--- src/rtl/reg_dump_reader.sv ---
// reg_dump_reader: sweeps rID across the register file after a run and streams each rdata word out.
// Optional REG_DUMP_CHECKSUM_EN appends an XOR checksum word (out_idx all-ones) to every dump.
`default_nettype none

module reg_dump_reader #(
  parameter int NUM_REGS = 8,
  parameter int ID_W     = 4,
  parameter int READ_LAT = 1
) (
  input  logic            clock,
  input  logic            rst_n,
  input  logic            working,
  input  logic            start,
  input  logic [31:0]     rdata,
  output logic [ID_W-1:0] rID,
  output logic [31:0]     out_data,
  output logic [ID_W-1:0] out_idx,
  output logic            out_valid,
  input  logic            out_ready,
  output logic            out_last,
  output logic            busy,
  output logic            done
);

  typedef enum logic [2:0] {
    S_IDLE    = 3'd0,
    S_WAIT    = 3'd1,
    S_CAPTURE = 3'd2,
    S_HOLD    = 3'd3,
    S_CSUM    = 3'd4
  } state_t;

  localparam logic [ID_W-1:0] IDLE_ID  = '1;
  localparam logic [ID_W-1:0] LAST_IDX = ID_W'(NUM_REGS - 1);
  localparam logic [1:0]      LAT      = 2'(READ_LAT);

  state_t          r_state;
  logic [1:0]      r_cnt;
  logic [ID_W-1:0] r_idx;
  logic [ID_W-1:0] r_rid;
  logic [31:0]     r_data;
  logic [ID_W-1:0] r_oidx;
  logic            r_valid;
  logic            r_last;
  logic            r_busy;
  logic            r_done;
  logic            r_work_prev;
`ifdef REG_DUMP_CHECKSUM_EN
  logic [31:0]     r_xor;
`endif

  logic w_fall;
  logic w_rise;
  logic w_trig;

  assign w_fall = r_work_prev & ~working;
  assign w_rise = ~r_work_prev & working;
  // A start coinciding with the done pulse must not launch a new dump.
  assign w_trig = (w_fall | start) & ~r_done;

  always_ff @(posedge clock or negedge rst_n) begin
    if (!rst_n) begin
      r_state     <= S_IDLE;
      r_cnt       <= '0;
      r_idx       <= '0;
      r_rid       <= IDLE_ID;
      r_data      <= '0;
      r_oidx      <= '0;
      r_valid     <= 1'b0;
      r_last      <= 1'b0;
      r_busy      <= 1'b0;
      r_done      <= 1'b0;
      r_work_prev <= 1'b0;
`ifdef REG_DUMP_CHECKSUM_EN
      r_xor       <= '0;
`endif
    end else begin
      r_work_prev <= working;
      r_done      <= 1'b0;
      if (r_busy && w_rise) begin
        r_state <= S_IDLE;
        r_valid <= 1'b0;
        r_last  <= 1'b0;
        r_rid   <= IDLE_ID;
        r_busy  <= 1'b0;
      end else begin
        case (r_state)
          S_IDLE: begin
            if (w_trig) begin
              r_idx   <= '0;
              r_rid   <= '0;
              r_busy  <= 1'b1;
              r_cnt   <= LAT;
              r_state <= (READ_LAT == 0) ? S_CAPTURE : S_WAIT;
`ifdef REG_DUMP_CHECKSUM_EN
              r_xor   <= '0;
`endif
            end
          end
          S_WAIT: begin
            r_cnt <= r_cnt - 2'd1;
            if (r_cnt <= 2'd1) r_state <= S_CAPTURE;
          end
          S_CAPTURE: begin
            r_data  <= rdata;
            r_oidx  <= r_idx;
            r_valid <= 1'b1;
`ifdef REG_DUMP_CHECKSUM_EN
            r_last  <= 1'b0;
            r_xor   <= r_xor ^ rdata;
`else
            r_last  <= (r_idx == LAST_IDX);
`endif
            r_state <= S_HOLD;
          end
          S_HOLD: begin
            if (out_ready) begin
              r_valid <= 1'b0;
              if (r_last) begin
                r_rid   <= IDLE_ID;
                r_busy  <= 1'b0;
                r_done  <= 1'b1;
                r_state <= S_IDLE;
`ifdef REG_DUMP_CHECKSUM_EN
              end else if (r_idx == LAST_IDX) begin
                r_rid   <= IDLE_ID;
                r_state <= S_CSUM;
`endif
              end else begin
                r_idx   <= r_idx + ID_W'(1);
                r_rid   <= r_idx + ID_W'(1);
                r_cnt   <= LAT;
                r_state <= (READ_LAT == 0) ? S_CAPTURE : S_WAIT;
              end
            end
          end
          S_CSUM: begin
`ifdef REG_DUMP_CHECKSUM_EN
            r_data  <= r_xor;
            r_oidx  <= IDLE_ID;
            r_last  <= 1'b1;
            r_valid <= 1'b1;
            r_state <= S_HOLD;
`else
            r_state <= S_IDLE;
`endif
          end
          default: r_state <= S_IDLE;
        endcase
      end
    end
  end

  assign rID       = r_rid;
  assign out_data  = r_data;
  assign out_idx   = r_oidx;
  assign out_valid = r_valid;
  assign out_last  = r_last;
  assign busy      = r_busy;
  assign done      = r_done;

endmodule

`default_nettype wire

--- config.mk ---
export PLATFORM = sky130hd
export DESIGN_NAME = reg_dump_reader
export DESIGN_NICKNAME = d
export VERILOG_FILES = /design/src/rtl/reg_dump_reader.sv
export SDC_FILE = /design/constraint.sdc
export NUM_CORES = 1
export LEC_CHECK = 0
export CAP_MARGIN = 20
export CORE_ASPECT_RATIO = 0.5
export CORE_UTILIZATION = 30
export CTS_CLUSTER_SIZE = 40
export DETAILED_ROUTE_END_ITERATION = 6
export GPL_TIMING_DRIVEN = 0
export SLEW_MARGIN = 15
export SYNTH_ARGS = -nofsm -noshare
export SYNTH_HDL_FRONTEND = slang
export SYNTH_SLANG_ARGS = --single-unit
--- constraint.sdc ---
create_clock -name clock -period 2.5 [get_ports clock]
set_input_delay 0.5 -clock clock [delete_from_list [all_inputs] [get_ports clock]]
set_output_delay 0.5 -clock clock [all_outputs]
set_load 0.02 [all_outputs]
==> results of run 1 <==
## registers in the layout (all words and copies together), names as in the netlist
name and count:
r_cnt 2, rID 4, r_work_prev 1, busy 1, out_valid 1, r_idx 4
out_data 32, r_state 2, out_idx 4, done 1, out_last 1
## area by class of cell
cell class	instances	area, µm²	share of cell area, %
inverter	6	22.52	0.6440
clock buffer	7	142.6	4.079
timing repair buffer	80	813.3	23.26
tap	108	135.1	3.864
buffer	8	48.80	1.395
multi-input combinational	118	973.4	27.84
clock inverter	1	30.03	0.8587
sequential	53	1331	38.07
## synth_stat cells, types with 3 or more instances
library cell	number	area [µm²]
dfrtp_1	49	1226
a21oi_1	7	35.03
o211ai_1	5	37.54
dfstp_2	4	105.1
ha_1	6	75.07
inv_1	6	22.52
nand3_1	8	40.04
o21ai_0	8	40.04
nand2b_1	4	25.02
nand2_1	9	33.78
mux2_2	36	405.4
clkbuf_1	3	11.26
o31ai_1	4	30.03
buf_4	5	37.54
## worst max-delay path, stage by stage
cell             delay, ns
clkdlybuf4s50_1       0.54
nand2_1               0.10
or2_1                 0.21
clkbuf_1              0.15
nand2_2               0.21
buf_4                 0.23
mux2_2                0.35
## power by group through the flow
stage               registers, µW  clock network [µW]  logic [µW]
finish                       1440                 799        2190
global route                 1500                 867        2350
CTS                          1450                 827        2220
detailed placement           1470                   0        2210
global placement             1440                   0        2180
floorplan                    1850                   0         886
## worst max path at each step
stage | end | slack [ns] | cells past startpoint
global route | out_data[1] | 0.25 | 7
detailed placement | out_data[1] | 0.06 | 7
CTS | out_data[1] | 0.37 | 7
global placement | out_data[21] | -0.65 | 1
floorplan | r_cnt[0] | 0.64 | 6
finish | out_data[6] | 0.38 | 7
## routing by layer
layer  global-route usage [%]  vias to the layer above  routed length (µm)
met5                        0                        -                   0
met4                    4.412                        0                  58
met3                    3.799                        7                 210
met2                    24.73                       34                2642
met1                    15.30                      869                2189
li1                         -                      840                   -
## cell families after synthesis
family          count (synthesis)  share of synthesized area, %
simple gates                   36                         8.426
buf+inv                        14                         3.002
xor+xnor                        2                        0.7374
compound gates                 35                         10.11
mux                            39                         18.54
fa+ha+maj                       6                         3.159
flops                          53                         56.03
## through the flow
step	area (µm²)	util, %	cells
floorplan	2376	-	185
global placement	3302	44.10	372
detailed placement	3324	44.40	373
CTS	3497	46.71	381
global route	3497	46.71	381
finish	3497	46.71	381
==> run_results.csv, run 1 <==
group,metric,value,unit
sta,slew_headroom,51.42,%
pwr,power_frac_seq,32.6,%
pwr,power,4432,µW
setup_path,rrSetupSlack,0.48,ns
pwr,power.share.switching,34.61,%
global_routing,grt_pass1_wl,8687,µm
die,design.die.area,8302,µm²
clock_network,htreeDepth,2,
hold_path,hold_class,"in -> async",
cells_and_area,antenna_cells,0,
cells_and_area,synthToLayoutAreaGrowth,47.18,%
clock_network,numCtsBuffers,5,
sta,whs,0.2681,ns
clock_network,cts_resized,0,
clock_network,root_buffer,"clkbuf_16",
sta,finalCriticalPeriod,2.116,ns
sta,worst_slew_pin_slew,0.7287,ns
clock_network,post_cts_buffers,0,
detailed_routing,ant_nets,0,
place,gp_congestion,0.8446,
yosys,synth_edf_count,0,
status,status,"complete, no violations",
global_routing,overflow,0,
detailed_routing,wl,5100,µm
yosys,ys_seq_area_share,56.03,%
yosys,ys_seq_elements,53,
sta,fin_setup_tns,0,ns
pwr,p_sw,1534,µW
die,coreArea,7487,µm²
setup_path,critPathLaunch,"working",
die,die_x,127.9,µm
sta,grt_setup_unrepaired,"false",
clock_network,cts_tree,"built",
pwr,leakagePower,0.001450,µW
pwr,p_per_area,1267,nW/µm²
setup_path,r2r_cells,6,
cells_and_area,final_nets,315,
detailed_routing,drt-pass1-iter-count,4,
sta,final-setup-viol-count,0,
clock_network,insertion_delay,0.29,ns
place,hpwl,3893,µm
yosys,yosysUniqueCellTypes,40,
setup_path,worstPathRequired,2.68,ns
die,die_h,64.93,µm
cells_and_area,drive_gt1_share,22.71,%
yosys,async_flop_share,100.0,%
sta,fin_crit_sh,84.64,%
yosys,synth_ff_type,"dfrtp_1",
global_routing,grt_usage,13.50,%
detailed_routing,drt-initial-drc-count,85,
sta,slew_viol_final,0,
place,dp_slack,0.05788,ns
setup_path,crit_type,"in -> reg",
die,ioPinCount,81,
pwr,vdd_drop_max,0.4265,mV
yosys,yosysWarnings,0,
place,portBuffers,79,
yosys,syn_area_per_cell,12.84,µm²
pwr,p_clk_share,18.0,%
die,rows,22,
cells_and_area,n_fill_cell,700,
detailed_routing,viasPerCell,4.593,
yosys,syn_inst,185,
setup_path,crit_fanout,10,
global_routing,grt_pass1_vias,1847,
pwr,p_comb_share,49.4,%
pwr,p_int,2898,µW
cells_and_area,final_common_cell,"clkdlybuf4s50_1",
sta,fin_ws,0.3841,ns
sta,timing.fmax,0.4726,GHz
setup_path,critPathLaunchType,"input pin",
clock_network,cts_buffer_depth,2,
detailed_routing,drc,0,
cells_and_area,layout_common_cells,"clkdlybuf4s50_1, dfrtp_1, mux2_2",
setup_path,worstPathArrival,2.29,ns
die,initial_core_util,31.73,%
clock_network,clock_sinks,53,
yosys,syn_nets,228,
setup_path,r2r-start,"r_state[0]",
global_routing,grt_max_degree,31,
clock_network,hold_buffers,0,
flow_run,drv_cap,0,
detailed_routing,avgRoutedWirePerCell,13.39,µm
sta,worst_clock_skew,0.003357,ns
yosys,synth_area,2376,µm²
global_routing,grt_antenna_before_repair,0,
setup_path,end_kind,"flop",
setup_path,r2r_end,"r_cnt[0]",
detailed_routing,vias,1750,
clock_network,clkSlewWorstSetupHoldPaths,0.07,ns
sta,finalHoldViolCount,0,
(Power assumes the default switching activity.)
==> inputs of run 2 (changes only) <==
Clock period 2.5 ns to 1.8 ns, I/O delays scaled along.
==> run_results.csv, run 2 (same netlist as run 1, synthesis figures left out) <==
group,metric,value,unit
status,status,"complete, no violations",
place,portBuffers,79,
cells_and_area,final_nets,318,
clock_network,cts_tree,"built",
global_routing,grt_antenna_before_repair,0,
clock_network,hold_buffers,0,
setup_path,end_kind,"flop",
hold_path,hold_class,"in -> async",
sta,final-setup-viol-count,0,
place,gp_congestion,0.8377,
cells_and_area,fin_util,48.40,%
pwr,vdd_drop_max,0.4859,mV
detailed_routing,drt-pass1-iter-count,4,
detailed_routing,routed-wl-met3,186,µm
setup_path,worstPathArrival,1.93,ns
sta,timing.fmax,0.5714,GHz
cells_and_area,drive_gt1_share,27.17,%
cells_and_area,antenna_cells,0,
die,initial_core_util,31.73,%
sta,finalHoldViolCount,0,
global_routing,grt_pass1_vias,1826,
clock_network,cts_buffer_depth,2,
global_routing,grt_pass1_wl,8583,µm
clock_network,numCtsBuffers,5,
detailed_routing,wl_met2,2625,µm
detailed_routing,viasPerCell,4.633,
clock_network,htreeDepth,2,
pwr,p_per_area,1790,nW/µm²
sta,slew_viol_final,0,
die,die_x,127.9,µm
clock_network,clkSlewWorstSetupHoldPaths,0.07,ns
detailed_routing,drt-initial-drc-count,101,
detailed_routing,drt-met1-wl,2197,µm
die,coreArea,7487,µm²
cells_and_area,final_common_cell,"clkdlybuf4s50_1",
global_routing,grt_max_degree,33,
detailed_routing,wl,5087,µm
detailed_routing,avgRoutedWirePerCell,13.25,µm
sta,slew_headroom,49.82,%
global_routing,overflow,0,
flow_run,drv_cap,0,
global_routing,grt_usage,13.49,%
sta,worst_clock_skew,0.003967,ns
detailed_routing,highest_layer,"met4",
sta,grt_setup_unrepaired,"false",
sta,finalCriticalPeriod,1.750,ns
setup_path,worstPathRequired,1.98,ns
sta,fin_crit_sh,97.23,%
pwr,power,6485,µW
place,hpwl,3869,µm
cells_and_area,layout_common_cells,"clkdlybuf4s50_1, dfrtp_1, mux2_2",
pwr,leakagePower,0.001561,µW
detailed_routing,vias,1779,
setup_path,critPathLaunchType,"flop",
die,design.die.area,8302,µm²
setup_path,crit_fanout,6,
setup_path,crit_type,"reg -> reg",
sta,worst_slew_pin_slew,0.7527,ns
detailed_routing,ant_nets,0,
clock_network,insertion_delay,0.29,ns
clock_network,root_buffer,"clkbuf_16",
die,ioPinCount,81,
cells_and_area,largest_reg_flops,32,
die,die_h,64.93,µm
detailed_routing,drc,0,
cells_and_area,synthToLayoutAreaGrowth,52.50,%
die,rows,22,
clock_network,clock_sinks,53,
run 2: power by group:
| group | internal [µW] | switching, µW | total [µW] | leakage (µW) |
|---|---|---|---|---|
| Clock | 802 | 438 | 1240 | 0.0000944 |
| Sequential | 1730 | 262 | 1990 | 0.000640 |
| Combinational | 1730 | 1520 | 3250 | 0.000827 |
| Total | 4270 | 2220 | 6490 | 0.00156 |
run 2: per-layer routing:
layer,GRT usage (%),up-vias
met3,3.220,8
li1,-,847
met4,5.735,0
met5,0,-
met2,24.12,29
met1,15.62,895
run 2: final timing paths:
| kind | from | end | slack (ns) | cells past startpoint |
|---|---|---|---|---|
| worst min-delay path | rst_n | r_state[0] | 0.13 | 1 |
| worst min register to register | rID[1] | rID[1] | 0.50 | 2 |
| max in group asynchronous | rst_n | rID[2] | 1.03 | 2 |
| min in group clock | working | r_work_prev | 0.27 | 1 |
| worst max register to register | r_state[1] | r_cnt[0] | 0.05 | 4 |
| worst max-delay path | r_state[1] | r_cnt[0] | 0.05 | 4 |
run 2: final cells by class:
type	count	area [µm²]
Clock inverter	3	68.82
Buffer	6	48.80
Sequential cell	53	1331
Tap cell	108	135.1
Inverter	6	22.52
Timing Repair Buffer	85	864.6
Fill cell	672	3864
Multi-Input combinational cell	118	1027
Clock buffer	5	125.1
run 2: critical path, stage by stage, from the launching register on:
cell and delay, ns:
dfrtp_1 0.39, buf_4 0.15, ha_2 0.22, or4_4 0.57, mux2_4 0.31
run 2: timing repair:
action / 4_1_cts / 5_1_grt
pin swaps: 2 / 2
setup endpoints to repair: 32 / 41
resized for setup: 10 / 11
setup buffers: 5 / 0
run 2: through the flow:
| stage | TNS [ns] | instance area (µm²) | std cells | setup WS [ns] | hold WS (ns) |
|---|---|---|---|---|---|
| after floorplan | 0 | 2379 | 185 | 0.004965 | 0.06441 |
| after global routing | 0 | 3623 | 384 | 0.0003832 | 0.1865 |
| final | 0 | 3623 | 384 | 0.04981 | 0.1302 |
| after detailed placement | -17.82 | 3327 | 373 | -0.4880 | 0.4774 |
| after global placement | -79.01 | 3304 | 372 | -1.217 | 0.4869 |
| after CTS | 0 | 3591 | 384 | 0.001890 | 0.1569 |
==> inputs of run 3 (changes only) <==
Settings changed: CELL_PAD_IN_SITES_DETAIL_PLACEMENT set to 0, CELL_PAD_IN_SITES_GLOBAL_PLACEMENT set to 1, CORE_UTILIZATION 30 to 32, PLACE_DENSITY_LB_ADDON set to 0.1.
==> run_results.csv, run 3 (same netlist as run 1, synthesis figures left out) <==
group,metric,value,unit
die,initial_core_util,34.25,%
detailed_routing,drt-initial-drc-count,64,
clock_network,numCtsBuffers,5,
setup_path,rrSetupSlack,0.05,ns
setup_path,critPathTopFamily,"buffers and inverters",
cells_and_area,antenna_cells,0,
clock_network,cts_buffer_depth,2,
cells_and_area,layout_common_cells,"clkdlybuf4s50_1, dfrtp_1, mux2_2",
detailed_routing,drc,0,
detailed_routing,avgRoutedWirePerCell,14.55,µm
cells_and_area,fin_util,51.41,%
setup_path,crit_type,"reg -> out",
cells_and_area,final_common_cell,"clkdlybuf4s50_1",
global_routing,grt_max_degree,54,
cells_and_area,final_nets,321,
clock_network,clkSlewWorstSetupHoldPaths,0.07,ns
detailed_routing,wl,5398,µm
die,design.die.area,7795,µm²
sta,worst_slew_pin_slew,0.6626,ns
place,hpwl,3812,µm
place,gp_congestion,0.7822,
setup_path,r2r_end,"r_cnt[0]",
hold_path,hold_class,"in -> async",
setup_path,crit_chain,"clkdlybuf4s50_1",
detailed_routing,drt-pass1-iter-count,4,
clock_network,htreeDepth,2,
pwr,vdd_drop_max,0.8625,mV
die,ioPinCount,81,
global_routing,overflow,0,
die,rows,21,
setup_path,path_buf_inv,1,
sta,fin_crit_sh,98.40,%
place,portBuffers,79,
clock_network,insertion_delay,0.29,ns
sta,worst_clock_skew,0.002962,ns
detailed_routing,ant_nets,0,
sta,whs,0.09990,ns
sta,timing.fmax,0.5646,GHz
setup_path,crit_path_max_incr_delay,0.59,ns
die,coreArea,6937,µm²
global_routing,grt_usage,14.49,%
clock_network,cts_tree,"built",
status,status,"complete, no violations",
global_routing,grt_pass1_wl,8707,µm
pwr,leakagePower,0.001524,µW
setup_path,crit_fanout,2,
setup_path,critPathSlowestCell,"clkdlybuf4s50_1",
setup_path,critPathLaunchType,"flop",
detailed_routing,viasPerCell,4.779,
sta,finalHoldViolCount,0,
sta,final-setup-viol-count,0,
global_routing,grt_antenna_before_repair,0,
sta,slew_headroom,55.82,%
sta,finalCriticalPeriod,1.771,ns
setup_path,end_kind,"output pin",
setup_path,r2r-start,"r_state[1]",
setup_path,worstPathArrival,1.41,ns
clock_network,clock_sinks,53,
die,die_x,123.9,µm
flow_run,drv_cap,0,
global_routing,grt_pass1_vias,1770,
sta,grt_setup_unrepaired,"false",
setup_path,worstPathRequired,1.44,ns
cells_and_area,synthToLayoutAreaGrowth,50.08,%
sta,fin_ws,0.02888,ns
place,dp_slack,-0.5072,ns
detailed_routing,vias,1773,
sta,slew_viol_final,0,
setup_path,r2r_cells,6,
cells_and_area,drive_gt1_share,29.03,%
clock_network,root_buffer,"clkbuf_16",
die,die_h,62.93,µm
cells_and_area,largest_reg_flops,32,
pwr,p_per_area,1776,nW/µm²
-- run 3: cell count changes in the layout (fill, tap and decap cells not counted), moves of 2 or more --
cell            delta
dlymetal6s2s_1     -3
buf_4              +4
dlygate4sd2_1      +2
bufinv_16          -2
-- run 3: cell type report --
cell class | count | area (µm²)
Fill cell | 632 | 3371
Clock inverter | 2 | 13.76
Buffer | 7 | 61.31
Timing Repair Buffer | 87 | 852.1
Multi-Input combinational cell | 118 | 1041
Inverter | 6 | 22.52
Tap cell | 92 | 115.1
Sequential cell | 53 | 1331
Clock buffer | 6 | 128.9
-- run 3: per-stage QoR --
stage	instance area [µm²]	setup TNS (ns)	power, µW	instances
finish	3566	0	6333	371
detailed placement	3282	-18.78	5118	356
floorplan	2379	0	3808	185
CTS	3471	0	6209	366
global route	3566	0	6728	371
global placement	3284	-82.95	5051	356
-- run 3: how the worst max path moves through the flow --
stage | from | endpoint | depth (start not counted) | slack [ns]
finish | rID[0] | rID[0] | 1 | 0.03
global placement | rst_n | out_data[21] | 1 | -1.28
global route | rID[0] | rID[0] | 1 | 0.002
floorplan | r_state[0] | r_cnt[0] | 6 | 0.005
detailed placement | working | out_data[1] | 7 | -0.51
CTS | rID[2] | rID[2] | 1 | 0.0008
-- run 3: where the power goes --
group / internal (µW) / switching (µW) / total (µW)
Combinational: 1820 / 1550 / 3370
Sequential: 1730 / 276 / 2010
Clock: 520 / 438 / 958
Total: 4070 / 2270 / 6330
-- run 3: repair_timing --
action,in CTS,in global routing
setup endpoints to repair,34,8
pin swaps,2,4
hold buffers,0,0
resized for setup,12,14
buffers inserted,3,5
-- run 3: routing by layer --
metal	vias to the layer above	track usage, %	wire length, µm
met5	-	0	0
met4	0	2.711	42
met3	6	4.288	333
met2	50	21.94	2362
met1	871	20.42	2660
li1	846	-	-
